[config.mk]
export PLATFORM = sky130hd
export DESIGN_NAME = fp16_sub_iter
export DESIGN_NICKNAME = d
export VERILOG_FILES = /design/src/rtl/fp16_sub_iter.sv
export SDC_FILE = /design/constraint.sdc
export NUM_CORES = 1
export LEC_CHECK = 0
export ABC_AREA = 0
export ABC_CLOCK_PERIOD_IN_PS = 4300
export BUFFER_PORTS_ARGS = -buffer_cell sky130_fd_sc_hd__buf_2
export CAP_MARGIN = 10
export CORE_ASPECT_RATIO = 1.2
export CORE_MARGIN = 5
export CORE_UTILIZATION = 55
export DETAILED_ROUTE_END_ITERATION = 10
export PLACE_DENSITY_LB_ADDON = 0.2
export SLEW_MARGIN = 15
export SYNTH_ARGS = -nofsm -noshare
export SYNTH_HDL_FRONTEND = slang
export SYNTH_SLANG_ARGS = --single-unit
[constraint.sdc]
create_clock -name clk -period 4.3 [get_ports clk]
set_input_delay 0.215 -clock clk [delete_from_list [all_inputs] [get_ports clk]]
set_output_delay 0.215 -clock clk [all_outputs]
set_load 0.02 [all_outputs]
[src/rtl/fp16_sub_iter.sv]
// Iterative FP16 subtractor (a - b) with valid/ready handshakes on both sides.
// Alignment and normalisation move one bit per cycle, so latency depends on the operands.
module fp16_sub_iter #(
  parameter int unsigned BITS = 16
) (
  input  logic            clk,
  input  logic            rst,
  input  logic            in_valid,
  output logic            in_ready,
  input  logic [BITS-1:0] a,
  input  logic [BITS-1:0] b,
  output logic            out_valid,
  input  logic            out_ready,
  output logic [BITS-1:0] result
);

  localparam int unsigned EW    = 5;
  localparam int unsigned MW    = 10;
  localparam int unsigned SW    = MW + 4;   // hidden, mantissa, G, R, S
  localparam int unsigned CW    = SW + 1;   // sum with carry
  localparam int unsigned CNTW  = 4;
  localparam int unsigned MAXSH = 14;

  localparam logic [EW-1:0]   EXP_MAX = '1;
  localparam logic [BITS-1:0] QNAN    = BITS'(16'h7E00);

  typedef enum logic [2:0] {
    S_IDLE, S_UNPACK, S_ALIGN, S_ADD, S_NORM, S_ROUND, S_DONE
  } state_t;

  state_t          state;
  logic [BITS-1:0] op_a;
  logic [BITS-1:0] op_b;
  logic            sign_x;
  logic            sign_y;
  logic [EW-1:0]   exp_x;
  logic [SW-1:0]   sig_x;
  logic [SW-1:0]   sig_y;
  logic [CNTW-1:0] cnt;
  logic [CW-1:0]   sum;

  logic            a_nan, b_nan, a_inf, b_inf;
  logic [14:0]     mag_a, mag_b, x_mag, y_mag;
  logic            swap, x_sign, y_sign;
  logic [EW-1:0]   exp_diff;
  logic [CNTW-1:0] shift_cnt;
  logic [CW-1:0]   sum_c;
  logic            round_up;
  logic [MW:0]     man_rnd;
  logic [BITS-1:0] round_res;

  // Operand classification, ordering by magnitude, add/sub and rounding datapath.
  always_comb begin
    a_nan = (op_a[14:10] == EXP_MAX) && (op_a[9:0] != '0);
    b_nan = (op_b[14:10] == EXP_MAX) && (op_b[9:0] != '0);
    a_inf = (op_a[14:10] == EXP_MAX) && (op_a[9:0] == '0);
    b_inf = (op_b[14:10] == EXP_MAX) && (op_b[9:0] == '0);

    // Zero and denormal inputs collapse to a zero magnitude but keep their sign.
    mag_a = (op_a[14:10] == '0) ? '0 : op_a[14:0];
    mag_b = (op_b[14:10] == '0) ? '0 : op_b[14:0];

    swap   = mag_b > mag_a;
    x_mag  = swap ? mag_b : mag_a;
    y_mag  = swap ? mag_a : mag_b;
    x_sign = swap ? op_b[15] : op_a[15];
    y_sign = swap ? op_a[15] : op_b[15];

    exp_diff  = x_mag[14:10] - y_mag[14:10];
    shift_cnt = (exp_diff > EW'(MAXSH)) ? CNTW'(MAXSH) : exp_diff[CNTW-1:0];

    if (sign_x ^ sign_y)
      sum_c = {1'b0, sig_x} - {1'b0, sig_y};
    else
      sum_c = {1'b0, sig_x} + {1'b0, sig_y};

    round_up = sum[2] & (sum[1] | sum[0] | sum[3]);
    man_rnd  = {1'b0, sum[12:3]} + (MW+1)'(round_up);
    // A mantissa carry bumps the exponent; exponent 31 with zero mantissa is infinity.
    if (man_rnd[MW])
      round_res = {sign_x, exp_x + 5'd1, 10'd0};
    else
      round_res = {sign_x, exp_x, man_rnd[MW-1:0]};
  end

  always_ff @(posedge clk or posedge rst) begin
    if (rst) begin
      state     <= S_IDLE;
      in_ready  <= 1'b1;
      out_valid <= 1'b0;
      result    <= '0;
      op_a      <= '0;
      op_b      <= '0;
      sign_x    <= 1'b0;
      sign_y    <= 1'b0;
      exp_x     <= '0;
      sig_x     <= '0;
      sig_y     <= '0;
      cnt       <= '0;
      sum       <= '0;
    end else begin
      case (state)
        S_IDLE: begin
          if (in_valid) begin
            op_a     <= a;
            op_b     <= {~b[15], b[14:0]};
            in_ready <= 1'b0;
            state    <= S_UNPACK;
          end
        end

        S_UNPACK: begin
          if (a_nan || b_nan || (a_inf && b_inf && (op_a[15] != op_b[15]))) begin
            result    <= QNAN;
            out_valid <= 1'b1;
            state     <= S_DONE;
          end else if (a_inf) begin
            result    <= op_a;
            out_valid <= 1'b1;
            state     <= S_DONE;
          end else if (b_inf) begin
            result    <= op_b;
            out_valid <= 1'b1;
            state     <= S_DONE;
          end else begin
            sign_x <= x_sign;
            sign_y <= y_sign;
            exp_x  <= x_mag[14:10];
            sig_x  <= {|x_mag[14:10], x_mag[9:0], 3'b000};
            sig_y  <= {|y_mag[14:10], y_mag[9:0], 3'b000};
            cnt    <= shift_cnt;
            state  <= (exp_diff == '0) ? S_ADD : S_ALIGN;
          end
        end

        S_ALIGN: begin
          sig_y <= {1'b0, sig_y[SW-1:2], sig_y[1] | sig_y[0]};
          cnt   <= cnt - 4'd1;
          if (cnt == 4'd1)
            state <= S_ADD;
        end

        S_ADD: begin
          sum <= sum_c;
          if (sum_c == '0) begin
            result    <= '0;
            out_valid <= 1'b1;
            state     <= S_DONE;
          end else if (sum_c[CW-1] || !sum_c[SW-1]) begin
            state <= S_NORM;
          end else begin
            state <= S_ROUND;
          end
        end

        S_NORM: begin
          if (sum[CW-1]) begin
            sum   <= {1'b0, sum[CW-1:2], sum[1] | sum[0]};
            exp_x <= exp_x + 5'd1;
            if (exp_x == EXP_MAX - 5'd1) begin
              result    <= {sign_x, EXP_MAX, 10'd0};
              out_valid <= 1'b1;
              state     <= S_DONE;
            end else begin
              state <= S_ROUND;
            end
          end else begin
            sum   <= {sum[CW-2:0], 1'b0};
            exp_x <= exp_x - 5'd1;
            if (exp_x == 5'd1) begin
              result    <= '0;
              out_valid <= 1'b1;
              state     <= S_DONE;
            end else if (sum[SW-2]) begin
              state <= S_ROUND;
            end
          end
        end

        S_ROUND: begin
          result    <= round_res;
          out_valid <= 1'b1;
          state     <= S_DONE;
        end

        S_DONE: begin
          if (out_ready) begin
            out_valid <= 1'b0;
            in_ready  <= 1'b1;
            state     <= S_IDLE;
          end
        end

        default: state <= S_IDLE;
      endcase
    end
  end

endmodule

Yosys cells after proc, flatten, opt, wreduce, memory -nomap -nowiden
Index checks and enable logic that the tools add are counted.
{"block": "word_totals", "wordCells": 147, "in_bits": 36, "register_bits": 104}
{"block": "classes", "n_addsub": 7, "eq_ne": 23, "mux": 58, "bitwise_logic": 9, "order_cmp": 2, "reduce_logical": 35}
{"op": "16-bit two-way mux", "n": 7}
{"op": "15-bit two-way mux", "n": 7}
{"op": "16-bit one-hot mux with 4 select lines", "n": 1}
{"op": "14-bit two-way mux", "n": 3}
{"op": "15-bit one-hot mux with 2 select lines", "n": 1}
{"op": "14-bit one-hot mux with 2 select lines", "n": 1}
{"op": "3-bit two-way mux", "n": 9}
{"op": "3-bit one-hot mux with 7 select lines", "n": 1}
{"op": "10-bit logical NOT", "n": 2}
{"op": "5-bit two-way mux", "n": 4}
{"op": "10-bit nonzero test", "n": 2}
{"op": "4-bit two-way mux", "n": 4}
{"op": "4-bit AND reduction", "n": 4}
{"op": "14-bit by 14-bit adder with 15-bit output", "n": 1}
{"op": "5-bit == test, second input constant", "n": 3}
{"op": "15-bit > comparator", "n": 1}
{"op": "15-bit logical NOT", "n": 1}
{"op": "5-bit logical NOT", "n": 3}
{"op": "14-bit by 14-bit subtractor with 15-bit output", "n": 1}
{"op": "1-bit two-way mux", "n": 14}
{"op": "2-bit inequality test, second input constant", "n": 7}
{"op": "10-bit by 1-bit adder with 11-bit output", "n": 1}
{"op": "5-bit one-hot mux with 2 select lines", "n": 1}
{"op": "5-bit OR reduction", "n": 2}
{"op": "32 further kinds", "n": 53}

Logic depth before layout (Yosys ltp)
Gate-level depths: netlist of run 1.
{"block": "logic_depth", "word_depth": 11, "mapped_depth": 18, "depth_no_buf": 17}

Worst setup path before layout of run 1
No wires, ideal clock.
{"block": "synth_timing", "path_type": "reg2reg", "startpoint": "register op_b[10]", "endpoint": "register cnt[0]", "path_stages_with_launch": 18, "t_required_ps": 4190, "t_arrival_ps": 3595, "n_path_buf": 1, "slack_ps": 595, "path_cell_list": "dfrtp_1 nor3_1 nand2_1 buf_1 and2_1 ha_1 nand4_1 a21oi_1 o21ai_2 a2111oi_4 a21oi_2 ha_1 a22o_1 a31oi_1 o311a_1 nand2_1 xor2_1 o41ai_1"}
{"block": "synth_via", "elab_chain_len": 11}
{"element": "start: declaration", "line": "33", "source": "logic [BITS-1:0] op_b;"}
{"element": "start signal: assignment", "line": "106", "source": "op_b <= {~b[15], b[14:0]};"}
{"element": "5-bit logical NOT", "line": "61", "source": "mag_b = (op_b[14:10] == '0) ? '0 : op_b[14:0];"}
{"element": "15-bit two-way mux", "line": "61"}
{"element": "15-bit > comparator", "line": "63", "source": "swap = mag_b > mag_a;"}
{"element": "15-bit two-way mux (on tied branches)", "line": "64, 65"}
{"element": "5-bit subtractor", "line": "69", "source": "exp_diff = x_mag[14:10] - y_mag[14:10];"}
{"element": "5-bit by 4-bit > comparator with 1-bit output", "line": "70", "source": "shift_cnt = (exp_diff > EW'(MAXSH)) ? CNTW'(MAXSH) : exp_diff[CNTW-1:0];"}
{"element": "4-bit two-way mux", "line": "70"}
{"element": "4-bit two-way mux", "line": "121", "source": "end else if (b_inf) begin"}
{"element": "4-bit two-way mux", "line": "117", "source": "end else if (a_inf) begin"}
{"element": "4-bit two-way mux", "line": "113", "source": "if (a_nan || b_nan || (a_inf && b_inf && (op_a[15] != op_b[15]))) begin"}
{"element": "4-bit one-hot mux with 2 select lines", "line": "102", "source": "case (state)"}
{"element": "end signal: assignment", "line": "131", "source": "cnt <= shift_cnt;"}
{"element": "end signal: assignment", "line": "138", "source": "cnt <= cnt - 4'd1;"}
{"element": "end: declaration", "line": "39", "source": "logic [CNTW-1:0] cnt;"}
Parallel ways exist; a longest one is shown, timed or not. The select of a mux whose other input is x is not followed.
A chain may end at the register's enable or synchronous reset.

Final worst setup path of run 1
{"block": "layout_timing", "startpoint": "register op_b[14]", "endpoint": "register cnt[0]"}
The elaborated chain is that of the path after synthesis.

==> impl_results.md, run 1 <==
* Final Max Tran Viols at 0
* Vertical extent of the die at ~140 um
* CTS tree: built
* Number of nets still failing antenna checks after routing at 0
* DR vias/cell at between 6 and 7
* Post-route clock period utilization at a little over nine tenths
* Length in cells of the worst reg-to-reg path at 16
* Area of the mapped netlist at between 0.007 and 0.008 sq mm
* Horizontal die dimension at between 100 and 150 um
* Arrival time at the worst endpoint at 4370 ps
* Slack of the critical path at ~170 ps
* Global-route wire length before repair at roughly 32 mm
* Fillcell total at around 1300
* Setup crit end kind: register
* Number of global-route vias before repair at around 6400
* Number of endpoints failing setup at the final stage at 0
* Setup repair after global routing missed its margin: false
* Most used flip-flop cell after synthesis: dfrtp_1
* Fraction of final layout cells sized beyond drive strength 1 at around 15%
* Starting DRT DRC Count at about 530
* RD Place Congestion at between 0.9 and 1
* Worst hold margin at ~6.5 ps
* Clock network fraction of design power at 9.8%
* Nets@finish at a little over 1000
* Cell variety after synth at 85
* Later-pin clock latency in the skew report at approximately 350 ps
* Transition time at the pin with the least slew margin at 1110 ps
* CTS Hold Bufs at 0
* Internal at 3.83 mW
* Deepest level of the CTS H-tree at 3
* Cell Pwr Density at just over 900 mW/mm^2
* Most instantiated cells after synthesis: nand2_1 (117), dfrtp_1 (103), o21ai_0 (95)
* Share of the yosys chip area belonging to registers at 33.8%
* Tightest slew margin relative to the limit at between 20% and 30%
* Total wire length after detailed routing at 19.3 mm
* Clock Pin Slew Worst Setup and Hold Paths at 70 ps
* Buffers inserted during post-CTS setup optimization at 0
* Synth top area share at between 30% and 40%
* Synthesis-stage register bit count at 104
* Starting utilization of the core area at a little under three fifths
* Largest clock skew in the final design at about 10 ps
* Number of maximum-capacitance constraint violations at 0
* Leading cell type by number of instances after synthesis: nand2_1
* Peak VDD IR at around 0.61 mV
* Main area contributors after synthesis: dfrtp_1 (33%), ha_1 (7.5%), o21ai_0 (6.2%)
* Number of synthesis warnings at 0
* Category of the most critical setup path: register to register
* TritonRoute pass-1 iters at 5
* Post-detailed-placement half-perimeter wirelength at approximately 14 mm
* Ports at 54
* Hold violation total from the final report at 0
* Total overflow reported by the global router at 0
* Total vias in the final route at 6842
* Flop-to-flop setup slack at about 170 ps
* Synth-to-layout area growth at 8.32%
* Fraction of power consumed by combinational cells at between 60% and 70%
* Number of diodes added for antenna fixing at 0
* Synth Instances at approximately 920
* Synth async-reset ratio at between 90% and 100%
* Average detailed-routed wire length per instance at roughly 17 um
* Number of standard-cell rows in the floorplan at 47
* Worst Hold Class: input pin to asynchronous set/reset pin
* Data required time of the worst path at 4540 ps
* Number of antenna violations at the first check in global routing at 0
* Total core area at about 0.014 sq mm
* Setup TNS Final at 0 ps
* TritonCTS Sinks at ~100
* Clock buffers created by TritonCTS at 9
* Post-layout minimum cycle time at ~4100 ps
* Critical-path cell list: nor3_1 > nand2_1 > and2_1 > ha_1 > nand4_1 > a21oi_1 > o21ai_2 > a2111oi_4 > a21oi_2 > ha_1 > a22o_1 > a31oi_1 > o311a_1 > nand2_1 > xor2_1 > o41ai_1
* Run status: finished, final reports clean
* Count of input and output buffers at 53
* Total of cells resized after clock tree synthesis at 0
* Maximum count of clock buffers along a single path at 2
* Clock tree root buffer cell: clkbuf_16
* Net count of the mapped netlist at 1005
* Worst-path maximum fanout at 12
* GRT Resource Usage Total at a little under a quarter
* Seq pwr share at about 25%
* Standard cell with the maximum stage delay on the critical path: dfrtp_1
* Slowest stage delay, CP at between 400 and 500 ps
* Pin count of the biggest net entering global routing at between 80 and 90
* Critical Path Source Type: register
* Total DRC errors in the routed layout at 0
* DP Worst Slack at around 230 ps
* NetSw at approximately 4 mW
* Post-synthesis average cell area at about 8.4 sq um
* Floorplan die area at ~0.017 sq mm
* Maximum clock frequency at 242 MHz
* Sw frac at between 50% and 60%
* Number of flops mapped to enable cells by yosys at 0
* Biggest area consumer among synthesized cells: dfrtp_1
* Leakage power of the design at about 3.6 nW
area by class of cell:
class,count,area [sq um],area share [%]
inverters,39,151,1.81
clock buffers,11,233,2.79
multi-input cells,725,4750,56.9
repair buffers,67,370,4.43
well taps,171,214,2.56
clock inverters,4,30.0,0.359
flip-flops and latches,104,2600,31.2
layer usage:
metal	vias to the layer above	wire length, um	track usage, %	part of all wire [%]
met5	-	0	0.893	0
met4	0	562	9.36	2.9
met3	37	822	2.64	4.3
met1	3218	8800	32.2	46
met2	163	9130	37.9	47
li1	3424	-	-	-
cell families after synthesis:
logic type | after synthesis | synth area share, %
flip-flops | 104 | 33.8
multiplexers | 43 | 6.00
AO/OA/AOI/OAI | 293 | 24.3
AND/OR/NAND/NOR | 319 | 20.6
XOR/XNOR | 23 | 2.81
adder cells (fa/ha/maj) | 47 | 7.72
buffers and inverters | 93 | 4.77
layout by cell type, fill, tap and decap left out, types with 8 or more instances in the layout:
cell,synthesis,layout
dfrtp_1,103,103
clkbuf_16,0,9
buf_4,3,14
nand4_1,10,10
nor4_1,11,11
or3_1,9,9
nand3_1,35,35
nor2_1,56,55
buf_2,6,53
a211oi_1,10,10
ha_1,46,46
o211ai_1,16,16
xor2_1,13,13
xnor2_1,8,8
mux2i_1,17,17
and2_1,14,14
o21ai_1,9,10
a21oi_1,67,66
mux2_2,26,26
inv_1,38,37
nor2b_1,12,12
nor3_1,10,10
nand2_1,117,117
a31oi_1,18,18
o21ai_0,95,94
final timing paths:
path                                      start              endpoint
hold reg to reg            sig_x[7]$_DFFE_PP0P_  sig_x[7]$_DFFE_PP0P_
max in group asynchronous                   rst  op_b[15]$_DFFE_PP0P_
hold / removal                              rst  sig_x[3]$_DFFE_PP0P_
setup / recovery           op_b[14]$_DFFE_PP0P_    cnt[0]$_DFFE_PP0P_
setup reg to reg           op_b[14]$_DFFE_PP0P_    cnt[0]$_DFFE_PP0P_
min in group clk                          b[15]  op_b[15]$_DFFE_PP0P_
metrics by stage:
| stage | util [%] | total power, mW | instances | area (sq um) |
|---|---|---|---|---|
| finish | 60.7 | 7.81 | 1121 | 8360 |
| global route | 60.7 | 8.57 | 1121 | 8360 |
| CTS | 60.7 | 7.80 | 1121 | 8350 |
| detailed placement | 58.8 | 6.99 | 1106 | 8090 |
| global placement | 58.8 | 6.92 | 1106 | 8090 |
| floorplan | - | 5.81 | 922 | 7710 |
flip-flops by register name (all words and copies together), names as in the netlist:
| register | cells |
|---|---|
| sign_x | 1 |
| sig_y | 14 |
| op_a | 16 |
| result | 16 |
| sign_y | 1 |
| sum | 15 |
| sig_x | 11 |
| cnt | 4 |
| exp_x | 5 |
| state | 3 |
| in_ready | 1 |
| op_b | 16 |
| out_valid | 1 |
power groups by stage:
stage / registers [mW] / logic, mW / clock network, mW
floorplan: 1.78 / 4.03 / 0
global placement: 1.94 / 4.98 / 0
detailed placement: 1.96 / 5.04 / 0
CTS: 1.94 / 5.08 / 0.787
global route: 2.02 / 5.71 / 0.830
finish: 1.95 / 5.10 / 0.766
worst max-delay path: cells and delay by family (launching register included):
family                     cells  cell delay, ps
AOI/OAI and AO/OA              8            1850
xor gates and xnor gates       1             180
adders and majority gates      2             530
DFF                            1             430
and+or+nand+nor                5            1030
No activity file was read; power rests on OpenSTA's default activity.
==> inputs of run 2 (changes only) <==
CTS_BUF_LIST = sky130_fd_sc_hd__clkbuf_4 sky130_fd_sc_hd__clkbuf_8   (was not set)
==> impl_results.md, run 2 (synthesis gave the netlist of run 1 again) <==
* Horizontal die dimension at 118 um (unchanged)
* Number of standard-cell rows in the floorplan at 47 (unchanged)
* Count of input and output buffers at 53 (unchanged)
* Tightest slew margin relative to the limit at 26.2% (-0.079 points)
* Number of global-route vias before repair at 6363 (-1.1%)
* Synth-to-layout area growth at 7.23%
* Post-route clock period utilization at 95.2% (-0.86 points)
* Run status: finished with violations
* Maximum count of clock buffers along a single path at 2 (unchanged)
* Total overflow reported by the global router at 0 (unchanged)
* Number of endpoints failing setup at the final stage at 0 (unchanged)
* DR vias/cell at 6.08 (-0.37%)
* RD Place Congestion at 0.911 (unchanged)
* Nets@finish at 1030 (+0.097%)
* Vertical extent of the die at 140 um (unchanged)
* Final Max Tran Viols at 0 (unchanged)
* Cell Pwr Density at 920 mW/mm^2 (-1.7%)
* Hold violation total from the final report at 59 (+59)
* Failing checks: negative hold slack
* Data required time of the worst path at 4580 ps (+40 ps)
* Post-layout minimum cycle time at 4090 ps (-37.2 ps)
* Average detailed-routed wire length per instance at 17.1 um (-0.76%)
* Peak VDD IR at 0.609 mV (+0.24%)
* Total wire length after detailed routing at 19.2 mm (-0.67%)
* Largest clock skew in the final design at 12.4 ps (+2.32 ps)
* Pin count of the biggest net entering global routing at 82 (unchanged)
* Clock Pin Slew Worst Setup and Hold Paths at 100 ps (+30 ps)
* Deepest level of the CTS H-tree at 3 (unchanged)
* Worst hold margin at -36.9 ps (-43.4 ps)
* Length in cells of the worst reg-to-reg path at 16 (unchanged)
* Number of maximum-capacitance constraint violations at 0 (unchanged)
* Clock buffers created by TritonCTS at 9 (unchanged)
* Critical Path Source Type: register
* Later-pin clock latency in the skew report at 390 ps (+40 ps)
* TritonCTS Sinks at 104 (unchanged)
* Total DRC errors in the routed layout at 0 (unchanged)
* Arrival time at the worst endpoint at 4370 ps (about the same)
* Number of antenna violations at the first check in global routing at 0 (unchanged)
* Worst Hold Class: input pin to asynchronous set/reset pin
* Setup TNS Final at 0 ps (unchanged)
* Global-route wire length before repair at 32.1 mm (-1.1%)
* Most frequent standard cell in the layout excluding fill and tap cells: nand2_1
* Beginning of the worst register-to-register path: op_b[14]$_DFFE_PP0P_
* CTS tree: built
* GRT Resource Usage Total at 23.3% (-0.24 points)
* Ports at 54 (unchanged)
* Transition time at the pin with the least slew margin at 1110 ps (+1.19 ps)
* Flop-to-flop setup slack at 210 ps (+40 ps)
* Starting DRT DRC Count at 531 (-0.19%)
* Number of diodes added for antenna fixing at 0 (unchanged)
* Clock tree root buffer cell: clkbuf_8
* Total vias in the final route at 6823 (-0.28%)
* Leakage power of the design at 3.54 nW (-0.99%)
* Worst-path maximum fanout at 12 (unchanged)
* Maximum clock frequency at 244 MHz (+0.91%)
* Total core area at 0.0138 sq mm (unchanged)
* Setup crit end kind: register
* Category of the most critical setup path: register to register
* Fraction of final layout cells sized beyond drive strength 1 at 14.7% (+0.20 points)
* Biggest registers after layout: op_a x16, op_b x16, result x16
* Leading cell types in the layout, fill and taps excluded: nand2_1 (117), dfrtp_1 (103), o21ai_0 (94)
* Setup repair after global routing missed its margin: false
* Starting utilization of the core area at 56.1% (unchanged)
* Number of nets still failing antenna checks after routing at 0 (unchanged)
* Post-detailed-placement half-perimeter wirelength at 14.3 mm (unchanged)
* TritonRoute pass-1 iters at 5 (unchanged)
* Floorplan die area at 0.0165 sq mm (unchanged)
* Destination of the worst register-to-register timing path: cnt[0]$_DFFE_PP0P_
==> run 2: timing repair <==
item,in CTS,in global routing
setup endpoints to repair,0,2
buffers inserted,0,0
hold endpoints to repair,1,0
hold buffers,1,0
gates resized for setup,0,1
==> run 2: cell type report <==
class / instances / area, sq um
Fill cell: 1307 / 5490
Multi-Input combinational cell: 725 / 4750
Sequential cell: 104 / 2600
Timing Repair Buffer: 68 / 380
Tap cell: 171 / 214
Inverter: 39 / 151
Clock buffer: 11 / 139
Clock inverter: 4 / 30.0
==> run 2: stage by stage <==
| step | util (%) | instances | worst slack [ps] | total power [mW] | cell area, sq um |
|---|---|---|---|---|---|
| after floorplan | - | 922 | 595 | 5.81 | 7710 |
| after global placement | 58.8 | 1106 | 338 | 6.92 | 8090 |
| after detailed placement | 58.8 | 1106 | 225 | 6.99 | 8090 |
| after CTS | 60.1 | 1122 | 209 | 7.60 | 8270 |
| after global routing | 60.1 | 1122 | 17.2 | 8.35 | 8270 |
| final | 60.1 | 1122 | 208 | 7.61 | 8270 |
==> run 2: report_power, final <==
group          switching [mW]  leakage (nW)  internal, mW
registers               0.547          1.21          1.40
logic                    3.05          2.24          2.03
clock network           0.354        0.0870         0.224
total                    3.95          3.54          3.66
==> run 2: critical path: stages, from the launching register on <==
cell	delay (ps)
dfrtp_1	440
nor3_1	150
nand2_1	280
and2_1	300
ha_1	320
nand4_1	210
a21oi_1	260
o21ai_2	150
a2111oi_4	430
a21oi_2	80
ha_1	210
a22o_1	200
a31oi_1	130
o311a_1	230
nand2_1	80
xor2_1	170
o41ai_1	350
==> run 2: worst max path at each step <==
stage	start	endpoint	slack (ps)
floorplan	op_b[10]$_DFFE_PP0P_	cnt[0]$_DFFE_PP0P_	590
global placement	op_b[14]$_DFFE_PP0P_	cnt[0]$_DFFE_PP0P_	340
detailed placement	op_b[14]$_DFFE_PP0P_	cnt[0]$_DFFE_PP0P_	230
CTS	op_b[14]$_DFFE_PP0P_	cnt[0]$_DFFE_PP0P_	210
global route	op_b[14]$_DFFE_PP0P_	cnt[0]$_DFFE_PP0P_	20
finish	op_b[14]$_DFFE_PP0P_	cnt[0]$_DFFE_PP0P_	210
==> run 2: layer usage <==
metal  GRT usage, %  vias up  routed length [um]
met3           2.64       33                 775
met4           9.24        0                 526
met5          0.893        -                   0
met1           32.1     3224                8830
li1               -     3413                   -
met2           37.3      153                9060
